===== config.mk =====
export PLATFORM = sky130hd
export DESIGN_NAME = ram1024x8_rr_arbiter_flat
export DESIGN_NICKNAME = d
export VERILOG_FILES = /design/src/rtl/ram1024x8_rr_arbiter_if.sv /design/src/rtl/ram1024x8_rr_arbiter.sv /design/src/flat_wrapper.sv
export SDC_FILE = /design/constraint.sdc
export NUM_CORES = 1
export LEC_CHECK = 0
export CAP_MARGIN = 5
export CORE_MARGIN = 3
export CORE_UTILIZATION = 24
export CTS_CLUSTER_SIZE = 25
export DETAILED_ROUTE_END_ITERATION = 10
export GPL_ROUTABILITY_DRIVEN = 0
export GPL_TIMING_DRIVEN = 0
export PLACE_DENSITY = 0.81
export RECOVER_POWER = 25
export SYNTH_ARGS = -nofsm -noshare
export SYNTH_HDL_FRONTEND = slang
export SYNTH_SLANG_ARGS = --single-unit

===== constraint.sdc =====
create_clock -name Clk -period 1.05 [get_ports Clk]
set_input_delay 0.105 -clock Clk [delete_from_list [all_inputs] [get_ports Clk]]
set_output_delay 0.105 -clock Clk [all_outputs]
set_load 0.01 [all_outputs]

===== src/rtl/ram1024x8_rr_arbiter_if.sv =====
// ram1024x8_rr_arbiter_if
// Bundles the two requester handshakes (A, B) and the RAM control pins
// that the arbiter drives toward a simple-dual-port RAM wrapper.
//   slave  : arbiter side (takes requests and RD_In, drives grants, read
//            returns and RAM pins)
//   master : fabric/RAM side (drives requests and RD_In)
// Signals:
//   A_/B_Req, _Wr, _Addr, _WD   request, 1=write/0=read, address, write data
//   A_/B_Gnt                    request accepted this cycle
//   A_/B_RVld, _RD              read data valid / read data
//   WA, WD, WEN, WClk_En        RAM write port
//   RA, RClk_En, RD_In          RAM read port
interface ram1024x8_rr_arbiter_if #(
  parameter int ADDR_W = 10,
  parameter int DATA_W = 8
);
  logic              A_Req, A_Wr, A_Gnt, A_RVld;
  logic [ADDR_W-1:0] A_Addr;
  logic [DATA_W-1:0] A_WD, A_RD;
  logic              B_Req, B_Wr, B_Gnt, B_RVld;
  logic [ADDR_W-1:0] B_Addr;
  logic [DATA_W-1:0] B_WD, B_RD;
  logic [ADDR_W-1:0] WA, RA;
  logic [DATA_W-1:0] WD, RD_In;
  logic              WEN, WClk_En, RClk_En;

  modport slave (
    input  A_Req, A_Wr, A_Addr, A_WD, B_Req, B_Wr, B_Addr, B_WD, RD_In,
    output A_Gnt, A_RVld, A_RD, B_Gnt, B_RVld, B_RD,
    output WA, WD, WEN, WClk_En, RA, RClk_En
  );

  modport master (
    output A_Req, A_Wr, A_Addr, A_WD, B_Req, B_Wr, B_Addr, B_WD, RD_In,
    input  A_Gnt, A_RVld, A_RD, B_Gnt, B_RVld, B_RD,
    input  WA, WD, WEN, WClk_En, RA, RClk_En
  );
endinterface


===== src/rtl/ram1024x8_rr_arbiter.sv =====
// ram1024x8_rr_arbiter
// Shares one simple-dual-port RAM between requesters A and B. The write
// port and read port are arbitrated independently, each round-robin, so a
// write by one requester and a read by the other complete in the same cycle.
// Read data returns one cycle after the read grant on the owner's RVld/RD.
// Ports:
//   Clk  : single clock (also clocks the RAM)
//   Rst  : synchronous active-high reset
//   bus  : ram1024x8_rr_arbiter_if.slave (requester handshakes + RAM pins)
// Optional: define RAM_ARB_RAW_FWD_EN for write-first behaviour when a
// write and a read to the same address are granted in the same cycle.
module ram1024x8_rr_arbiter #(
  parameter int ADDR_W = 10,
  parameter int DATA_W = 8
) (
  input  logic Clk,
  input  logic Rst,
  ram1024x8_rr_arbiter_if.slave bus
);

  // priority registers: 0 = A favoured, 1 = B favoured
  logic wpri_q, wpri_d, rpri_q, rpri_d;
  // rowner: 0 = A, 1 = B
  logic rpend_q, rpend_d, rowner_q, rowner_d;

  logic a_wc, b_wc, a_rc, b_rc;
  logic wg_a, wg_b, rg_a, rg_b, wr_any, rd_any;
  logic [ADDR_W-1:0] wa_s, ra_s;
  logic [DATA_W-1:0] wd_s, rd_sel;
  logic a_rvld, b_rvld;

  always_comb begin
    // Rst gates the candidates so nothing is granted while in reset.
    a_wc   = ~Rst & bus.A_Req &  bus.A_Wr;
    b_wc   = ~Rst & bus.B_Req &  bus.B_Wr;
    a_rc   = ~Rst & bus.A_Req & ~bus.A_Wr;
    b_rc   = ~Rst & bus.B_Req & ~bus.B_Wr;
    wg_a   = a_wc & (~b_wc | ~wpri_q);
    wg_b   = b_wc & (~a_wc |  wpri_q);
    rg_a   = a_rc & (~b_rc | ~rpri_q);
    rg_b   = b_rc & (~a_rc |  rpri_q);
    wr_any = wg_a | wg_b;
    rd_any = rg_a | rg_b;
    wa_s   = wg_a ? bus.A_Addr : (wg_b ? bus.B_Addr : '0);
    wd_s   = wg_a ? bus.A_WD   : (wg_b ? bus.B_WD   : '0);
    ra_s   = rg_a ? bus.A_Addr : (rg_b ? bus.B_Addr : '0);
  end

  always_comb begin
    wpri_d   = wpri_q;
    rpri_d   = rpri_q;
    // after a grant the loser (or the idle side) becomes favoured
    if (wr_any) wpri_d = wg_a;
    if (rd_any) rpri_d = rg_a;
    rpend_d  = rd_any;
    rowner_d = rd_any ? rg_b : rowner_q;
  end

  always_ff @(posedge Clk) begin
    if (Rst) begin
      wpri_q   <= 1'b0;
      rpri_q   <= 1'b0;
      rpend_q  <= 1'b0;
      rowner_q <= 1'b0;
    end else begin
      wpri_q   <= wpri_d;
      rpri_q   <= rpri_d;
      rpend_q  <= rpend_d;
      rowner_q <= rowner_d;
    end
  end

`ifdef RAM_ARB_RAW_FWD_EN
  logic              fwd_vld_q, fwd_vld_d;
  logic [DATA_W-1:0] fwd_data_q, fwd_data_d;

  always_comb begin
    fwd_vld_d  = wr_any & rd_any & (wa_s == ra_s);
    fwd_data_d = fwd_vld_d ? wd_s : fwd_data_q;
  end

  always_ff @(posedge Clk) begin
    if (Rst) begin
      fwd_vld_q  <= 1'b0;
      fwd_data_q <= '0;
    end else begin
      fwd_vld_q  <= fwd_vld_d;
      fwd_data_q <= fwd_data_d;
    end
  end

  // the RAM returns old data on a same-cycle collision; substitute the new
  assign rd_sel = fwd_vld_q ? fwd_data_q : bus.RD_In;
`else
  assign rd_sel = bus.RD_In;
`endif

  assign a_rvld = ~Rst & rpend_q & ~rowner_q;
  assign b_rvld = ~Rst & rpend_q &  rowner_q;

  assign bus.A_Gnt   = wg_a | rg_a;
  assign bus.B_Gnt   = wg_b | rg_b;
  assign bus.A_RVld  = a_rvld;
  assign bus.B_RVld  = b_rvld;
  assign bus.A_RD    = a_rvld ? rd_sel : '0;
  assign bus.B_RD    = b_rvld ? rd_sel : '0;
  assign bus.WA      = wa_s;
  assign bus.WD      = wd_s;
  assign bus.WEN     = wr_any;
  assign bus.WClk_En = wr_any;
  assign bus.RA      = ra_s;
  assign bus.RClk_En = rd_any;

endmodule

===== src/flat_wrapper.sv =====
// flat-port wrapper written by rule: the top's interface ports become plain ports
module ram1024x8_rr_arbiter_flat 
#(
  parameter int ADDR_W = 10,
  parameter int DATA_W = 8
)
  (Clk, Rst, bus_A_Req, bus_A_Wr, bus_A_Addr, bus_A_WD, bus_B_Req, bus_B_Wr, bus_B_Addr, bus_B_WD, bus_RD_In, bus_A_Gnt, bus_A_RVld, bus_A_RD, bus_B_Gnt, bus_B_RVld, bus_B_RD, bus_WA, bus_WD, bus_WEN, bus_WClk_En, bus_RA, bus_RClk_En);
  ram1024x8_rr_arbiter_if #(.ADDR_W(ADDR_W), .DATA_W(DATA_W)) bus_i ();
  input  logic Clk;
  input  logic Rst;
  input wire logic [$bits(bus_i.A_Req)-1:0] bus_A_Req;
  input wire logic [$bits(bus_i.A_Wr)-1:0] bus_A_Wr;
  input wire logic [$bits(bus_i.A_Addr)-1:0] bus_A_Addr;
  input wire logic [$bits(bus_i.A_WD)-1:0] bus_A_WD;
  input wire logic [$bits(bus_i.B_Req)-1:0] bus_B_Req;
  input wire logic [$bits(bus_i.B_Wr)-1:0] bus_B_Wr;
  input wire logic [$bits(bus_i.B_Addr)-1:0] bus_B_Addr;
  input wire logic [$bits(bus_i.B_WD)-1:0] bus_B_WD;
  input wire logic [$bits(bus_i.RD_In)-1:0] bus_RD_In;
  output wire logic [$bits(bus_i.A_Gnt)-1:0] bus_A_Gnt;
  output wire logic [$bits(bus_i.A_RVld)-1:0] bus_A_RVld;
  output wire logic [$bits(bus_i.A_RD)-1:0] bus_A_RD;
  output wire logic [$bits(bus_i.B_Gnt)-1:0] bus_B_Gnt;
  output wire logic [$bits(bus_i.B_RVld)-1:0] bus_B_RVld;
  output wire logic [$bits(bus_i.B_RD)-1:0] bus_B_RD;
  output wire logic [$bits(bus_i.WA)-1:0] bus_WA;
  output wire logic [$bits(bus_i.WD)-1:0] bus_WD;
  output wire logic [$bits(bus_i.WEN)-1:0] bus_WEN;
  output wire logic [$bits(bus_i.WClk_En)-1:0] bus_WClk_En;
  output wire logic [$bits(bus_i.RA)-1:0] bus_RA;
  output wire logic [$bits(bus_i.RClk_En)-1:0] bus_RClk_En;
  assign bus_i.A_Req = bus_A_Req;
  assign bus_i.A_Wr = bus_A_Wr;
  assign bus_i.A_Addr = bus_A_Addr;
  assign bus_i.A_WD = bus_A_WD;
  assign bus_i.B_Req = bus_B_Req;
  assign bus_i.B_Wr = bus_B_Wr;
  assign bus_i.B_Addr = bus_B_Addr;
  assign bus_i.B_WD = bus_B_WD;
  assign bus_i.RD_In = bus_RD_In;
  assign bus_A_Gnt = bus_i.A_Gnt;
  assign bus_A_RVld = bus_i.A_RVld;
  assign bus_A_RD = bus_i.A_RD;
  assign bus_B_Gnt = bus_i.B_Gnt;
  assign bus_B_RVld = bus_i.B_RVld;
  assign bus_B_RD = bus_i.B_RD;
  assign bus_WA = bus_i.WA;
  assign bus_WD = bus_i.WD;
  assign bus_WEN = bus_i.WEN;
  assign bus_WClk_En = bus_i.WClk_En;
  assign bus_RA = bus_i.RA;
  assign bus_RClk_En = bus_i.RClk_En;
  ram1024x8_rr_arbiter #(.ADDR_W(ADDR_W), .DATA_W(DATA_W)) u_core (.Clk(Clk), .Rst(Rst), .bus(bus_i));
endmodule

# Word-level counts from Yosys, hierarchy flattened
# Index checks and enable logic that the tools add are counted.
# W data, S select, Z words.
dict set report totals {
  regBits 4
  out_inout_bits 51
  elab_cells 43
}
dict set report op_classes {
  muxes 8
  n_bitwise 31
}
# op count
set op_table {}
lappend op_table {{$mux W10} 4}
lappend op_table {{$mux W8} 4}
lappend op_table {{$and A1 B1 Y1} 13}
lappend op_table {{$not A1 Y1} 10}
lappend op_table {{$or A1 B1 Y1} 8}

# Logic depth before layout (Yosys ltp)
# Gate-level depths: netlist (run 1).
dict set report depth {
  ltp_word 8
  mapped_depth 5
  mapped_depth_nobuf 3
}

# Worst setup path after synthesis (run 1)
# No wires, ideal clock.
dict set report synth_timing {
  kind {register to output}
  start {register u_core.wpri_q}
  end {output port bus_WA[0]}
  n_path_buf 1
  arrival_ns 1.010
  required_time_ns 0.945
  path_stages_with_launch 5
  setup_slack_ns -0.065
  path_cell_list {dfxtp_1 nand3b_1 nand3_2 buf_2 o22ai_1}
}
dict set report synth_between {
  elab_chain_cells 4
  word_cells_on_any_way 7
  cone_classes {2 x mux; 5 x bitwise}
}
# element line
set synth_rtl {}
lappend synth_rtl {{from (decl)} ram1024x8_rr_arbiter.sv:22} ;# logic wpri_q, wpri_d, rpri_q, rpri_d;
lappend synth_rtl {{from (signal assigned)} ram1024x8_rr_arbiter.sv:66} ;# wpri_q <= wpri_d;
lappend synth_rtl {{$or A1 B1 Y1 or $not A1 Y1 (tied branches)} {ram1024x8_rr_arbiter.sv:39, ram1024x8_rr_arbiter.sv:38}}
lappend synth_rtl {{$and A1 B1 Y1 or $or A1 B1 Y1 (tied branches)} {ram1024x8_rr_arbiter.sv:39, ram1024x8_rr_arbiter.sv:38}}
lappend synth_rtl {{$mux W10 or $and A1 B1 Y1 (tied branches)} {ram1024x8_rr_arbiter.sv:44, ram1024x8_rr_arbiter.sv:38}}
lappend synth_rtl {{$mux W10 *} ram1024x8_rr_arbiter.sv:44} ;# wa_s = wg_a ? bus.A_Addr : (wg_b ? bus.B_Addr : '0);
lappend synth_rtl {{to (decl)} flat_wrapper.sv:26} ;# output wire logic [$bits(bus_i.WA)-1:0] bus_WA;
# Mark *: on every way between the ends. The rest lies on a longest branch, timed or not.

# Worst setup path in the final report (run 1)
dict set report layout_timing {
  start {register u_core.wpri_q}
  end {output port bus_WA[9]}
}
# The elaborated chain is that of the path after synthesis.

==> results of run 1 <==
-- logic make-up (layout without fill, tap and decap cells) --
kind of cell           after synthesis  in the layout  share of synthesized area (%)
AO/OA/AOI/OAI                       39             39                           41.4
buffers and inverters               21            144                           14.8
flip-flops                           4              4                           9.67
AND/OR/NAND/NOR                     55             57                           34.1
-- sequential cells by signal, summed over array words and instances (netlist names) --
register / cells
u_core.rpri_q: 1
u_core.wpri_q: 1
u_core.rowner_q: 1
u_core.rpend_q: 1
-- timing repair --
action	CTS	global route
gates resized for setup	269	38
cloned	5	0
buffers inserted	17	1
setup endpoints to repair	53	52
pin swaps	21	9
-- power groups by stage --
stage | sequential (mW) | combinational (mW) | clock [mW]
global route | 0.176 | 0.835 | 0.230
global placement | 0.171 | 0.634 | 0
CTS | 0.173 | 0.727 | 0.206
detailed placement | 0.172 | 0.641 | 0
finish | 0.175 | 0.777 | 0.209
floorplan | 0.170 | 0.265 | 0
-- cell type report --
| class | instances | area [µm²] | area share (%) |
|---|---|---|---|
| well taps | 44 | 55.1 | 2.42 |
| plain buffers | 12 | 119 | 5.22 |
| flip-flops and latches | 4 | 87.6 | 3.85 |
| clock buffers | 3 | 22.5 | 0.989 |
| multi-input cells | 96 | 866 | 38.0 |
| inverters | 9 | 33.8 | 1.48 |
| repair buffers | 120 | 1090 | 48.0 |
-- metal layers --
layer  track usage, %  routed length, µm
met5                0                  0
met4             6.33                 59
met3             4.16                415
met2             39.8               2380
met1             22.0               1690
-- synthesized netlist by cell type, drive strengths merged (2+ instances only) --
cell type	instances
a21oi	6
and2	16
and3	2
buf	11
dfxtp	4
inv	9
nand2	30
nand2b	3
o22ai	20
o32ai	8
-- worst max-delay path by stage --
stage / end / slack [ns] / startpoint
2_1_floorplan: bus_WA[0] / -0.07 / u_core.wpri_q
3_3_place_gp: bus_WA[8] / -0.97 / bus_A_Req
3_5_place_dp: bus_RA[5] / -1.0 / bus_B_Req
4_1_cts: bus_WA[5] / -0.49 / u_core.wpri_q
5_1_grt: bus_WA[9] / -0.56 / u_core.wpri_q
6_report: bus_WA[9] / -0.51 / u_core.wpri_q
-- critical path, delay by kind of cell (launching register included) --
family | cells | cell delay, ns
compound gates | 1 | 0.06
buf+inv | 2 | 0.31
flops | 1 | 0.32
simple gates | 2 | 0.53
==> impl_summary.md, run 1 <==
STA
The count of final max-slew check failures is 0. The setup skew after layout is 0.0000529 ns. Setup total negative slack on the finished layout was measured at -17.07 ns. The minimum clock period after layout is 1.56 ns.

The number of hold violations in the final report is 0. Setup slack on the critical path of the routed design comes to -0.511 ns. The final clock period utilization by the worst path is 149%. The transition time of the tightest slew-check pin is 0.437 ns.

Setup repair after global routing could not meet its margin everywhere. The final-layout worst hold slack is 0.217 ns. Setup violations remaining at the end of the flow were counted as 48. Headroom to the max-slew limit came out at 70.9%. Derived from the worst setup path, the maximum achievable clock frequency is 640 MHz.

Critical path
STA classifies the critical path startpoint as a flip-flop. Counting cells, the worst reg-to-reg path comes to 2. In this design, the stage delay of the slowest critical-path cell is 0.32 ns. The endpoint of the most critical register-to-register path is u_core.wpri_q. For this design, the slowest cell found on the critical path is sky130_fd_sc_hd__dfxtp_2. STA puts the critical path data arrival time at 1.46 ns. At the worst endpoint, the required time is 0.94 ns. The peak fanout along the critical path is 6. Walking the worst path, the cells encountered are nand3b_1 > nand3_4 > buf_6 > o22ai_2 > buf_2. The critical path in this run is classified as reg2out.

The setup slack on the worst flop-to-flop path is 0.05 ns. The category of the worst setup path capture point is a primary output. The worst register-to-register path begins at u_core.wpri_q.

Global routing
The initial antenna violation count is 0. The overall global routing resource usage is 20.6%. The maximum number of pins on one net before global-route repair is 11.

The residual overflow from global routing is 0. The first-pass GRT wire length is 6.99 mm. The via count of the first global-routing pass came to 1477.

Floorplan
The area of the placeable core is 3180 µm². The die covers 4190 µm². The standard-cell row count is 20. The total I/O pin count is 101.

From bottom edge to top edge, the die measures 64.7 µm. For this configuration, the core starts out at a cell density of 26.1%. The horizontal extent of the die is 64.7 µm.

Synthesis
Synthesis handed over a netlist of 119 instances. The proportion of netlist area held by the largest area contributor is 15.1%. The post-synthesis average cell area is 6.96 µm². By area the synthesized netlist is led by sky130_fd_sc_hd__o22ai_2 (15%), sky130_fd_sc_hd__nand2_1 (14%), sky130_fd_sc_hd__and2_1 (12%). When the netlist entered floorplanning its net count stood at 169. The count of yosys warnings during synthesis is 0. The proportion of register bits with asynchronous set or reset after synthesis is 0%. In the synthesized netlist the dominant register cell turns out to be sky130_fd_sc_hd__dfxtp_1. Synthesis instantiated 27 different standard cells from the library. The cell type contributing the most total cell area after synthesis is sky130_fd_sc_hd__o22ai_2.

In this run, synthesis inferred 0 flip-flops with an integrated enable. The total standard cell area after synthesis is 828 µm². Summing the sequential cell areas from Yosys gives 9.67% of the chip area. After synthesis the netlist holds a flip-flop and latch count of 4.

Power and ir drop
The portion of total power attributed to combinational logic is 66.9%. The maximum vdd drop is 0.245 mV. The proportion of power drawn by flip-flops and latches is 15.1%. Internal power comes to 0.736 mW. The power dissipated by switching net loads is 0.425 mW. The clock network accounts for 18.0% of the total power.

Net switching is 36.6% of the power. In this run the static leakage power is 1.06 nW. The total chip power is 1.16 mW. The power density over cell area is 510 nW/µm².

Placed design
The post-detailed-placement half-perimeter wirelength is 2.84 mm. The number of cells after detailed placement is 262. In this run the tool buffered the top-level ports with 99 buffer cells. After detailed placement, the total cell area comes to 1870 µm². The pre-CTS setup slack is -0.997 ns.

Status
The checks that failed: setup timing. The run finished, with violations left.

Clocking
The number of buffers on the longest clock path is 2. Clock tree synthesis selected as its root buffer the cell sky130_fd_sc_hd__clkbuf_4. CTS built an H-tree with a depth of 1. Hold repair after CTS inserted 0 buffers. The CTS tree is yes. The latest clock arrival within the worst-skew pair is 0.25 ns. The clock transition at the registers of the reported paths is 0.04 ns. Buffers inserted during clock tree synthesis total 3. The clock sink total is 4.

Layout
Cells fill 71.7% of the core in the end. The final cell count without fillers is 288. In the layout the commonest cells are sky130_fd_sc_hd__clkdlybuf4s50_1 (44), sky130_fd_sc_hd__buf_2 (34), sky130_fd_sc_hd__buf_6 (33).

The synthesis-to-layout area growth is 175%. The repair_antennas step left the layout with diodes totalling 0. At the end of the flow, the number of nets in the layout was 296. Fill cells in the final layout number 272.

The finished cells cover 2280 µm². The fraction of layout instances using a drive strength above 1 is 60.2%. Leaving out fill and tap cells, the most frequent cell in the layout is sky130_fd_sc_hd__clkdlybuf4s50_1.

Min path
The worst hold path startpoint is bus_A_Req. In this run the worst hold path is classified as in2reg. The destination of the worst hold path is u_core.wpri_q. Along the worst hold path, the cell count comes to 3.

Run
The number of max-cap violations is 0.

Drt
The detailed-route via count is 1406. In the routed layout, each cell is associated on average with a via count of 4.88. After detailed routing, the average wire length per cell comes to 15.8 µm. The first detailed-routing pass ran for 4 iterations. For this block, the initial DRC count from the detailed router was 40. The remaining routing DRC violations is 0.

The antenna violation net count after detailed routing is 0. The routed wire length is 4.55 mm.
Power figures use the tool's default switching activity.
==> run 2, diff against run 1 <==
TNS_END_PERCENT = 50   (was unset)
==> impl_summary.md, run 2 (synthesis results as in run 1) <==
Status
The flow ran to the end, but the final reports show violations. The checks that failed: setup timing.

Layout
The fraction of layout instances using a drive strength above 1 is 54.2% (-6.0 points). The library cells used most frequently in the layout, excluding fill and tap cells, are sky130_fd_sc_hd__buf_2 (47), sky130_fd_sc_hd__clkdlybuf4s50_1 (44), sky130_fd_sc_hd__nand2_1 (30). The final-stage net count is 290 (-2.0%). The most common cell after layout, fill and taps aside is sky130_fd_sc_hd__buf_2. The total inserted antenna cells was 0 (unchanged). The synthesis-to-layout area growth is 153%.

Global routing
The via count of the first global-routing pass came to 1408 (-4.7%). The residual overflow from global routing is 0 (unchanged). The initial antenna violation count came to 0 (unchanged).

The overall global routing resource usage came to 18.9% (-1.7 points). The first-pass GRT wire length is 6.47 mm (-7.4%). The maximum number of pins on one net before global-route repair is 11 (unchanged).

Clocking
The clock sink total came to 4 (unchanged). The latest clock arrival within the worst-skew pair is 0.24 ns (about the same). The number of buffers on the longest clock path came to 2 (unchanged). The CTS tree is yes. The clock transition at the registers of the reported paths was 0.04 ns (about the same). The level count of the clock H-tree is 1 (unchanged). CTS placed an instance of sky130_fd_sc_hd__clkbuf_4 at the clock tree root. The total clock buffers created by CTS is 3 (unchanged). The number of buffers added to fix hold violations after cts is 0 (unchanged).

STA
The transition time of the tightest slew-check pin is 0.410 ns (-0.0271 ns). The final critical-path setup slack is -0.507 ns (+0.00447 ns). The relative max-transition margin came to 72.7% (+1.8 points). The final setup TNS was -15.69 ns (+1.39 ns). The highest attainable clock frequency is 642 MHz (+0.29%). The number of hold violations in the final report is 0 (unchanged). The count of final max-slew check failures is 0 (unchanged). Setup repair after global routing could not meet its margin everywhere.

The final clock period utilization by the worst path is 148% (-0.43 points). The setup skew after layout is 0.0000409 ns (-0.0000120 ns). The final setup violation count is 48 (unchanged). The minimum clock period after layout is 1.56 ns (-0.00447 ns).

Placed design
The post-detailed-placement half-perimeter wirelength is 2.84 mm (unchanged). The pre-CTS setup slack is -0.997 ns (unchanged). The port buffer count is 99 (unchanged).

Drt
The detailed-route via count is 1371 (-2.5%). The count of routing violations after the opening detailed-route iteration is 26 (-35%). The remaining routing DRC violations is 0 (unchanged). The via density per instance is 4.86 (-0.41%). The antenna violation net count after detailed routing is 0 (unchanged). The total iterations of the first detailed-routing run is 4 (unchanged). The final routed wire length divided by cell count was 14.7 µm (-6.9%). The routed wire length is 4.15 mm (-8.8%).

Critical path
The critical path goes through nand3b_1 > nand3_4 > buf_6 > o22ai_2 > buf_2. The worst setup path endpoint is bus_WA[5]. The biggest cell delay along the critical path is 0.32 ns (about the same). The peak fanout along the critical path came to 6 (unchanged).

The kind of start point of the critical path is a flip-flop. The count of buffer and inverter cells on the critical path is 2 (unchanged). The worst reg2reg path startpoint is u_core.wpri_q.

The number of logic stages on the critical path including buffering is 5 (unchanged). In this run the worst setup path begins at u_core.wpri_q. The worst reg2reg path depth is 2 (unchanged).

The worst setup path is of the reg2out kind. The arrival time of the worst setup path was 1.45 ns (about the same). The critical path's slowest cell is sky130_fd_sc_hd__dfxtp_2. The setup slack on the worst flop-to-flop path came to 0.04 ns (about the same). The endpoint of the most critical register-to-register path is u_core.wpri_q. The worst setup path is captured at a primary output. The cell family contributing the most delay on the critical path is simple AND/OR/NAND/NOR gates.

The critical path required time is 0.94 ns (about the same).

Power and ir drop
The cell internal power dissipation is 0.711 mW (-3.4%). The power dissipated by switching net loads is 0.407 mW (-4.3%). The portion of total power attributed to combinational logic is 66.3% (-0.6 points).

The switching fraction of total power was 36.4% (-0.22 points). The maximum vdd drop is 0.243 mV (-0.78%). The proportion of power drawn by flip-flops and latches was 15.7% (+0.6 points).

The leakage power was 1.00 nW (-5.9%). The power density over cell area came to 534 nW/µm² (+4.7%). The clock power share came to 18.0% (about the same).

Floorplan
The total I/O pin count is 101 (unchanged). The initial standard-cell utilization of the core is 26.1% (unchanged). The area of the placeable core is 3180 µm² (unchanged). The horizontal extent of the die is 64.7 µm (unchanged). The total die area is 4190 µm² (unchanged).

The height of the die came to 64.7 µm (unchanged). The standard-cell row count is 20 (unchanged).

Min path
The path class of the tightest hold or removal check is in2reg.

Run
The number of max-cap violations is 0 (unchanged).
## run 2: power groups by stage
stage	sequential (mW)	combinational (mW)	clock, mW
finish	0.176	0.741	0.202
global route	0.177	0.799	0.221
CTS	0.174	0.709	0.206
detailed placement	0.172	0.641	0
global placement	0.171	0.634	0
floorplan	0.170	0.265	0
## run 2: tightest hold or removal path, delay by kind of cell
| family | cells | cell delay [ns] |
|---|---|---|
| compound gates | 2 | 0.18 |
| buf+inv | 1 | 0.12 |
## run 2: area by class of cell
| cell class | count | area (µm²) |
|---|---|---|
| buffer | 12 | 119 |
| clock buffer | 3 | 22.5 |
| fill | 297 | 1080 |
| inverter | 9 | 33.8 |
| multi-input combinational | 96 | 836 |
| sequential | 4 | 87.6 |
| tap | 44 | 55.1 |
| timing repair buffer | 114 | 941 |
## run 2: worst min-delay path by stage
| stage | slack, ns | start | end | cells past startpoint |
|---|---|---|---|---|
| CTS | 0.21 | bus_B_Req | u_core.wpri_q | 2 |
| finish | 0.22 | bus_A_Req | u_core.wpri_q | 3 |
| global route | 0.25 | bus_B_Req | u_core.wpri_q | 2 |
| detailed placement | 0.53 | u_core.wpri_q | u_core.wpri_q | 2 |
| global placement | 0.52 | u_core.rowner_q | u_core.rowner_q | 1 |
| floorplan | 0.21 | bus_B_Req | u_core.wpri_q | 1 |
## run 2: stage by stage
stage	power (mW)	utilization (%)	hold WS, ns	area [µm²]	instances
after CTS	1.09	63.3	0.205	2010	281
after global routing	1.20	65.9	0.246	2090	282
after floorplan	0.435	-	0.215	828	119
after global placement	0.805	59.0	0.516	1870	262
after detailed placement	0.813	59.0	0.528	1870	262
final	1.12	65.9	0.218	2090	282
## run 2: routing by layer
layer	vias to the layer above	part of all wire [%]	track usage (%)
met3	6	9.8	4.51
met5	-	0	0
met1	621	39	20.6
met2	68	49	35.4
met4	0	1.4	6.33
li1	676	-	-
## run 2: repair_timing
action	CTS	global route
gates resized for setup	248	27
gates cloned	4	0
setup buffers	12	1
endpoints found under the hold margin	0	0
pin swaps	14	9
setup endpoints to repair	53	52
